File: config.mk
export PLATFORM = sky130hd
export DESIGN_NAME = bitmap_plot_reader
export DESIGN_NICKNAME = d
export VERILOG_FILES = /design/src/rtl/bitmap_plot_reader.sv
export SDC_FILE = /design/constraint.sdc
export NUM_CORES = 1
export LEC_CHECK = 0
export ABC_CLOCK_PERIOD_IN_PS = 1900
export CAP_MARGIN = 20
export CORE_ASPECT_RATIO = 0.5
export CORE_MARGIN = 4
export CORE_UTILIZATION = 47
export CTS_BUF_LIST = sky130_fd_sc_hd__clkbuf_16
export CTS_CLUSTER_SIZE = 30
export DETAILED_ROUTE_END_ITERATION = 10
export HOLD_SLACK_MARGIN = 0.06
export MAX_ROUTING_LAYER = met4
export PLACE_DENSITY = 0.78
export SYNTH_ARGS = -nofsm -noshare
export SYNTH_HDL_FRONTEND = slang
export SYNTH_SLANG_ARGS = --single-unit
File: constraint.sdc
create_clock -name clk_65mhz -period 1.9 [get_ports clk_65mhz]
set_clock_uncertainty 0.2 [all_clocks]
set_input_delay 0.38 -clock clk_65mhz [delete_from_list [all_inputs] [get_ports clk_65mhz]]
set_output_delay 0.38 -clock clk_65mhz [all_outputs]
set_load 0.03 [all_outputs]
File: src/rtl/bitmap_plot_reader.sv
// Walks the 1-bit bitmap BRAM and hands pixels to the plotter one at a time under its ready handshake.
// Define BITMAP_PLOT_SERPENTINE_EN for a boustrophedon scan; the default build scans in raster order.
module bitmap_plot_reader #(
   parameter int WIDTH        = 80,
   parameter int HEIGHT       = 106,
   parameter int ADDR_W       = 17,
   parameter int READ_LATENCY = 2
) (
   input  logic              clk_65mhz,
   input  logic              cpu_resetn,
   input  logic              start_in,
   input  logic              ready_next_pixel_in,
   output logic [ADDR_W-1:0] addr_out,
   input  logic              bram_data_in,
   output logic              pixel_value_out,
   output logic              pixel_valid_out,
   output logic [6:0]        row_out,
   output logic [6:0]        col_out,
   output logic              dir_out,
   output logic              busy_out,
   output logic              done_out
);

   // One cycle for addr_out to reach the BRAM, then READ_LATENCY cycles for doutb to settle.
   localparam int FETCH_CYCLES = READ_LATENCY + 1;
   localparam int CNT_W        = $clog2(FETCH_CYCLES + 1);

   typedef enum logic [1:0] {IDLE, FETCH, PRESENT, DONE} state_t;

   state_t           state;
   logic [CNT_W-1:0] fetch_cnt;
   logic             at_row_end;
   logic             last_pos;

`ifdef BITMAP_PLOT_SERPENTINE_EN
   assign at_row_end = dir_out ? (col_out == 7'(WIDTH - 1)) : (col_out == 7'd0);
`else
   assign at_row_end = (col_out == 7'(WIDTH - 1));
`endif
   assign last_pos = at_row_end && (row_out == 7'(HEIGHT - 1));

   always_ff @(posedge clk_65mhz or negedge cpu_resetn) begin
      if (!cpu_resetn) begin
         state           <= IDLE;
         fetch_cnt       <= '0;
         addr_out        <= '0;
         pixel_value_out <= 1'b0;
         pixel_valid_out <= 1'b0;
         row_out         <= '0;
         col_out         <= '0;
         dir_out         <= 1'b1;
         busy_out        <= 1'b0;
         done_out        <= 1'b0;
      end else begin
         done_out <= 1'b0;
         case (state)
            IDLE: begin
               if (start_in) begin
                  row_out   <= '0;
                  col_out   <= '0;
                  addr_out  <= '0;
                  dir_out   <= 1'b1;
                  fetch_cnt <= CNT_W'(FETCH_CYCLES);
                  busy_out  <= 1'b1;
                  state     <= FETCH;
               end
            end
            FETCH: begin
               if (fetch_cnt == '0) begin
                  pixel_value_out <= bram_data_in;
                  pixel_valid_out <= 1'b1;
                  state           <= PRESENT;
               end else begin
                  fetch_cnt <= fetch_cnt - 1'b1;
               end
            end
            PRESENT: begin
               if (ready_next_pixel_in) begin
                  pixel_valid_out <= 1'b0;
                  if (last_pos) begin
                     busy_out <= 1'b0;
                     state    <= DONE;
                  end else begin
                     fetch_cnt <= CNT_W'(FETCH_CYCLES);
                     state     <= FETCH;
`ifdef BITMAP_PLOT_SERPENTINE_EN
                     // Row change keeps the column, so the address jumps a full row.
                     if (at_row_end) begin
                        row_out  <= row_out + 7'd1;
                        dir_out  <= ~dir_out;
                        addr_out <= addr_out + ADDR_W'(WIDTH);
                     end else if (dir_out) begin
                        col_out  <= col_out + 7'd1;
                        addr_out <= addr_out + 1'b1;
                     end else begin
                        col_out  <= col_out - 7'd1;
                        addr_out <= addr_out - 1'b1;
                     end
`else
                     if (at_row_end) begin
                        row_out <= row_out + 7'd1;
                        col_out <= '0;
                     end else begin
                        col_out <= col_out + 7'd1;
                     end
                     addr_out <= addr_out + 1'b1;
`endif
                  end
               end
            end
            DONE: begin
               done_out <= 1'b1;
               state    <= IDLE;
            end
            default: state <= IDLE;
         endcase
      end
   end

endmodule

### After elaboration in Yosys (flattened, before gate mapping)

Cells that the tools add are included.

* reductions and logical operators: 13
* add/sub/neg operators: 4
* mux-type cells: 31
* eq/ne operators: 12

Operators by type and width (number)
* $mux W17: 3
* $mux W7: 7
* $pmux W17 S2: 1
* $pmux W7 S2: 2
* $add A17 B1 Y17 const B: 1
* $mux W2: 8
* $add A7 B1 Y7 const B: 2
* $eq A7 B7 Y1 const B: 2
* $ne A2 B2 Y1 const B: 7
* $reduce_and A5 Y1: 2
* $pmux W2 S4: 1
* $reduce_and A4 Y1: 2
* $mux W1: 6
* $pmux W2 S3: 1
* $reduce_and A3 Y1: 2
* $eq A2 B2 Y1 const B: 2
* $logic_not A2 Y1: 2
* $pmux W1 S2: 2
* $reduce_bool A2 Y1: 2
* $reduce_bool A3 Y1: 1
* $eq A2 B1 Y1 const B: 1
* $reduce_and A2 Y1: 1
* $sub A2 B1 Y2 const B: 1
* $logic_and A1 B1 Y1: 1

* word-level logic and storage cells: 69
* output and inout bits: 36
* bits of input ports: 5
* register bits: 39

### Logic depth before layout (Yosys ltp)

* depth in word-level cells: 5
* mapped depth: 8

### Least setup slack after synthesis

Ideal clock, no wire load.

* kind: register to register
* from: reg row_out[1]
* to: reg addr_out[15]
* library setup time: 0.078 ns
* clock period less this slack: 2.187 ns
* data required time: 1.622 ns
* arrival time: 1.909 ns
* setup slack: -0.287 ns
* cell stages (with the launch flop): 8
* cells stage by stage: dfrtp_1 inv_1 ha_1 and4b_1 nand3_1 o21ai_4 or4_1 a21oi_1

* word-level cells in the longest chain between the ends: 4

Ends and longest elaborated chain
* start, declared: RTL line 17 `output logic [6:0] row_out,`
* start signal, assigned: RTL line 101 `row_out <= row_out + 7'd1;`
* $eq A7 B7 Y1: RTL line 40 `assign last_pos = at_row_end && (row_out == 7'(HEIGHT - 1));`
* $logic_and A1 B1 Y1: RTL line 40
* $ne A2 B2 Y1 (no line)
* $reduce_and A4 Y1 (no line)
* end signal, assigned: RTL line 106 `addr_out <= addr_out + 1'b1;`
* end, declared: RTL line 13 `output logic [ADDR_W-1:0] addr_out,`

Every way passes these cells.
A chain may end at the register's enable or synchronous reset.

### Final worst setup path

Same ends and word-level chain as after synthesis.

==> flow_summary.json <==
{
  "synth.area.top_cells": "dfrtp_1 46%, o21ai_0 8.5%, nand2_1 4.6%, o31ai_1 3.2%, nor2_1 3.0%",
  "wire_per_inst_um": 19.8,
  "worstSetupEndpointType": "register",
  "grt_antenna_before_repair": 0,
  "layout_commonest_cell": "buf_4",
  "dieArea_mm2": 0.00574,
  "hold_ws_ns": 0.325,
  "max_cap_viol_count": 0,
  "port_buffers": 39,
  "cts.path.max_buffers": 2,
  "ioPinCount": 41,
  "powerDensity_mw_per_mm2": 1010,
  "start_util_pct": 51.7,
  "netlist.area_leader.share_pct": 45.8,
  "min_period_ns": 2.09,
  "synthesis.nets": 247,
  "dieWidth_um": 103,
  "async_flop_share_pct": 100,
  "crit_arrival_ns": 2.10,
  "vias": 2426,
  "grt_start_max_net_pins": 23,
  "synth-xor-area-share_pct": 0.411,
  "dp_slack_ns": -0.467,
  "core_mm2": 0.00412,
  "dp.cells": 370,
  "synthSimpleGateAreaFrac_pct": 23.8,
  "fill_cells": 243,
  "finalWirelength_um": 7660,
  "synthCells": 237,
  "clock_latency_ns": 0.29,
  "slew_headroom_pct": 57.9,
  "clk_pin_slew_worst_paths_ns": 0.06,
  "avgViaCountPerCell": 6.28,
  "synth_top_cell_by_area": "dfrtp_1",
  "synth_top_family_by_area": "simple AND/OR/NAND/NOR gates",
  "cts_buffers": 5,
  "synthFlopType": "dfrtp_1",
  "worstMarginPinSlew_ns": 0.626,
  "fin_ws_ns": -0.189,
  "critPathRequiredTime_ns": 1.92,
  "ys_seq_area_share_pct": 45.8,
  "synth_compound_area_share_pct": 22.5,
  "cts_sinks": 39,
  "first_pass_iters": 5,
  "grt_pass1_wl_um": 12000,
  "rsz0062_at_grt": "true",
  "cpPeakStageDelay_ns": 0.41,
  "cp_slowest_cell": "dfrtp_2",
  "drc": 0,
  "gr-usage-all-layers_pct": 27.3,
  "yosysWarnings": 0,
  "drtAntennaViolNets": 0,
  "rows": 16,
  "fin_nets": 341,
  "hold_viol": 0,
  "min_period_over_period_pct": 110,
  "muxShareOfSynthArea_pct": 0.528,
  "status": "complete, but fails checks",
  "synth_edf_count": 0,
  "area_delta_synth_final_pct": 56.2,
  "grt_overflow": 0,
  "tritoncts": "yes",
  "die_h_um": 55.6,
  "drt_iter0_markers": 224,
  "fin_cells": 386,
  "drv_slew": 0,
  "drive_gt1_share_pct": 36.1,
  "path_max_fanout": 8,
  "fmax_ghz": 0.479,
  "failed_checks": "setup timing",
  "hp-class": "reg -> reg",
  "postSynthAreaPerCell_um2": 9.00,
  "syn_area_mm2": 0.00213,
  "grt_pass1_vias": 2392,
  "start_kind": "register",
  "synthDistinctLibCells": 44,
  "cts_root_buf": "clkbuf_16",
  "setup_viol_count_final": 32,
  "gp_congestion": 0.879,
  "critical_path_class": "reg -> reg",
  "synth_seq_cells": 39,
  "dp_hpwl_um": 4480,
  "layout_common_cells": "45 x buf_4, 34 x dlygate4sd2_1, 29 x dfrtp_1, 23 x nand2_1, 21 x o21ai_1",
  "htreeDepth": 2,
  "worstPathCellList": "inv_2 -> ha_4 -> and4b_2 -> nand3_4 -> o21ai_4 -> buf_6 -> o31ai_1 -> a21oi_1",
  "ir_drop_mv": 0.788,
  "synth_fa_ha_area_share_pct": 2.93,
  "antenna_cells": 0,
  "totalPowerFinal_mw": 3.37,
  "p_leak_nw": 1.56
}
worst max-delay path, delay by kind of cell (launching register included):
family	cells	cell delay, ns
flops	1	0.41
simple gates	2	0.48
compound gates	3	0.53
fa+ha+maj	1	0.13
buf+inv	2	0.27
final cells by class:
| cell class | instances | area (um2) | area share (%) |
|---|---|---|---|
| repair buffers | 93 | 776 | 23.3 |
| well taps | 54 | 67.6 | 2.03 |
| multi-input cells | 182 | 1320 | 39.7 |
| inverters | 10 | 37.5 | 1.13 |
| flip-flops and latches | 39 | 988 | 29.7 |
| clock buffers | 5 | 125 | 3.76 |
| clock inverters | 3 | 12.5 | 0.376 |
synth_stat cells (2+ instances only):
master    count
nand4_1       6
or3_1         5
dfrtp_1      39
ha_1          5
a21oi_1      12
nand2_1      26
clkbuf_1      3
nand2b_1      2
o21a_1        4
nor2b_1       3
inv_1        10
a31oi_1       5
and3_1        7
o21ai_0      36
o31ai_1       9
nor2_1       17
nor3_1        2
buf_4         3
or4_1         3
and2_1        4
o21ai_2       2
nand3_1      12
flip-flops by register name, summed over array words and instances, names as in the netlist, 2 cells and up:
register	flops
addr_out	17
row_out	7
state	2
col_out	7
fetch_cnt	2
cell families after synthesis:
family          after synthesis
buf+inv                      17
fa+ha+maj                     5
flops                        39
xor+xnor                      1
simple gates                 96
mux                           1
compound gates               77
other cells                   1
where the power goes:
part | leakage [nW] | total, mW | switching [mW] | internal, mW
registers | 0.504 | 1.08 | 0.117 | 0.965
logic | 0.975 | 1.46 | 0.886 | 0.578
clock network | 0.0762 | 0.820 | 0.345 | 0.475
total | 1.56 | 3.37 | 1.35 | 2.02
worst paths after layout:
path / cells past startpoint / slack [ns] / start / to
max: 8 / -0.19 / row_out[1] / addr_out[15]
max reg2reg: 8 / -0.19 / row_out[1] / addr_out[15]
min: 1 / 0.32 / pixel_value_out / pixel_value_out
min reg2reg: 1 / 0.32 / pixel_value_out / pixel_value_out
max in group asynchronous: 3 / 0.52 / cpu_resetn / state[1]
min in group asynchronous: 2 / 0.41 / cpu_resetn / fetch_cnt[1]
what timing repair did:
item / CTS / global route
pin swaps: 12 / 19
resized for setup: 64 / 37
setup buffers: 1 / 5
endpoints found under the hold margin: 20 / 0
gates cloned: 2 / 0
hold buffers: 1 / 0
setup endpoints to repair: 66 / 34
through the flow:
| stage | TNS [ns] | cell area (um2) | util [%] |
|---|---|---|---|
| after floorplan | -2.47 | 2170 | - |
| after global placement | -8.19 | 2920 | 70.9 |
| after detailed placement | -10.09 | 2920 | 70.9 |
| after CTS | -2.58 | 3150 | 76.5 |
| after global routing | -4.92 | 3330 | 80.8 |
| final | -3.92 | 3330 | 80.8 |
layer usage:
metal  share of wire, %  track usage [%]  up-vias
met2                 48             43.5      153
met1                 40             34.5     1179
met5                  0                -        -
met4                4.7             10.7        0
met3                7.7             5.01       43
li1                   -                -     1051
No activity file was read; power rests on OpenSTA's default activity.
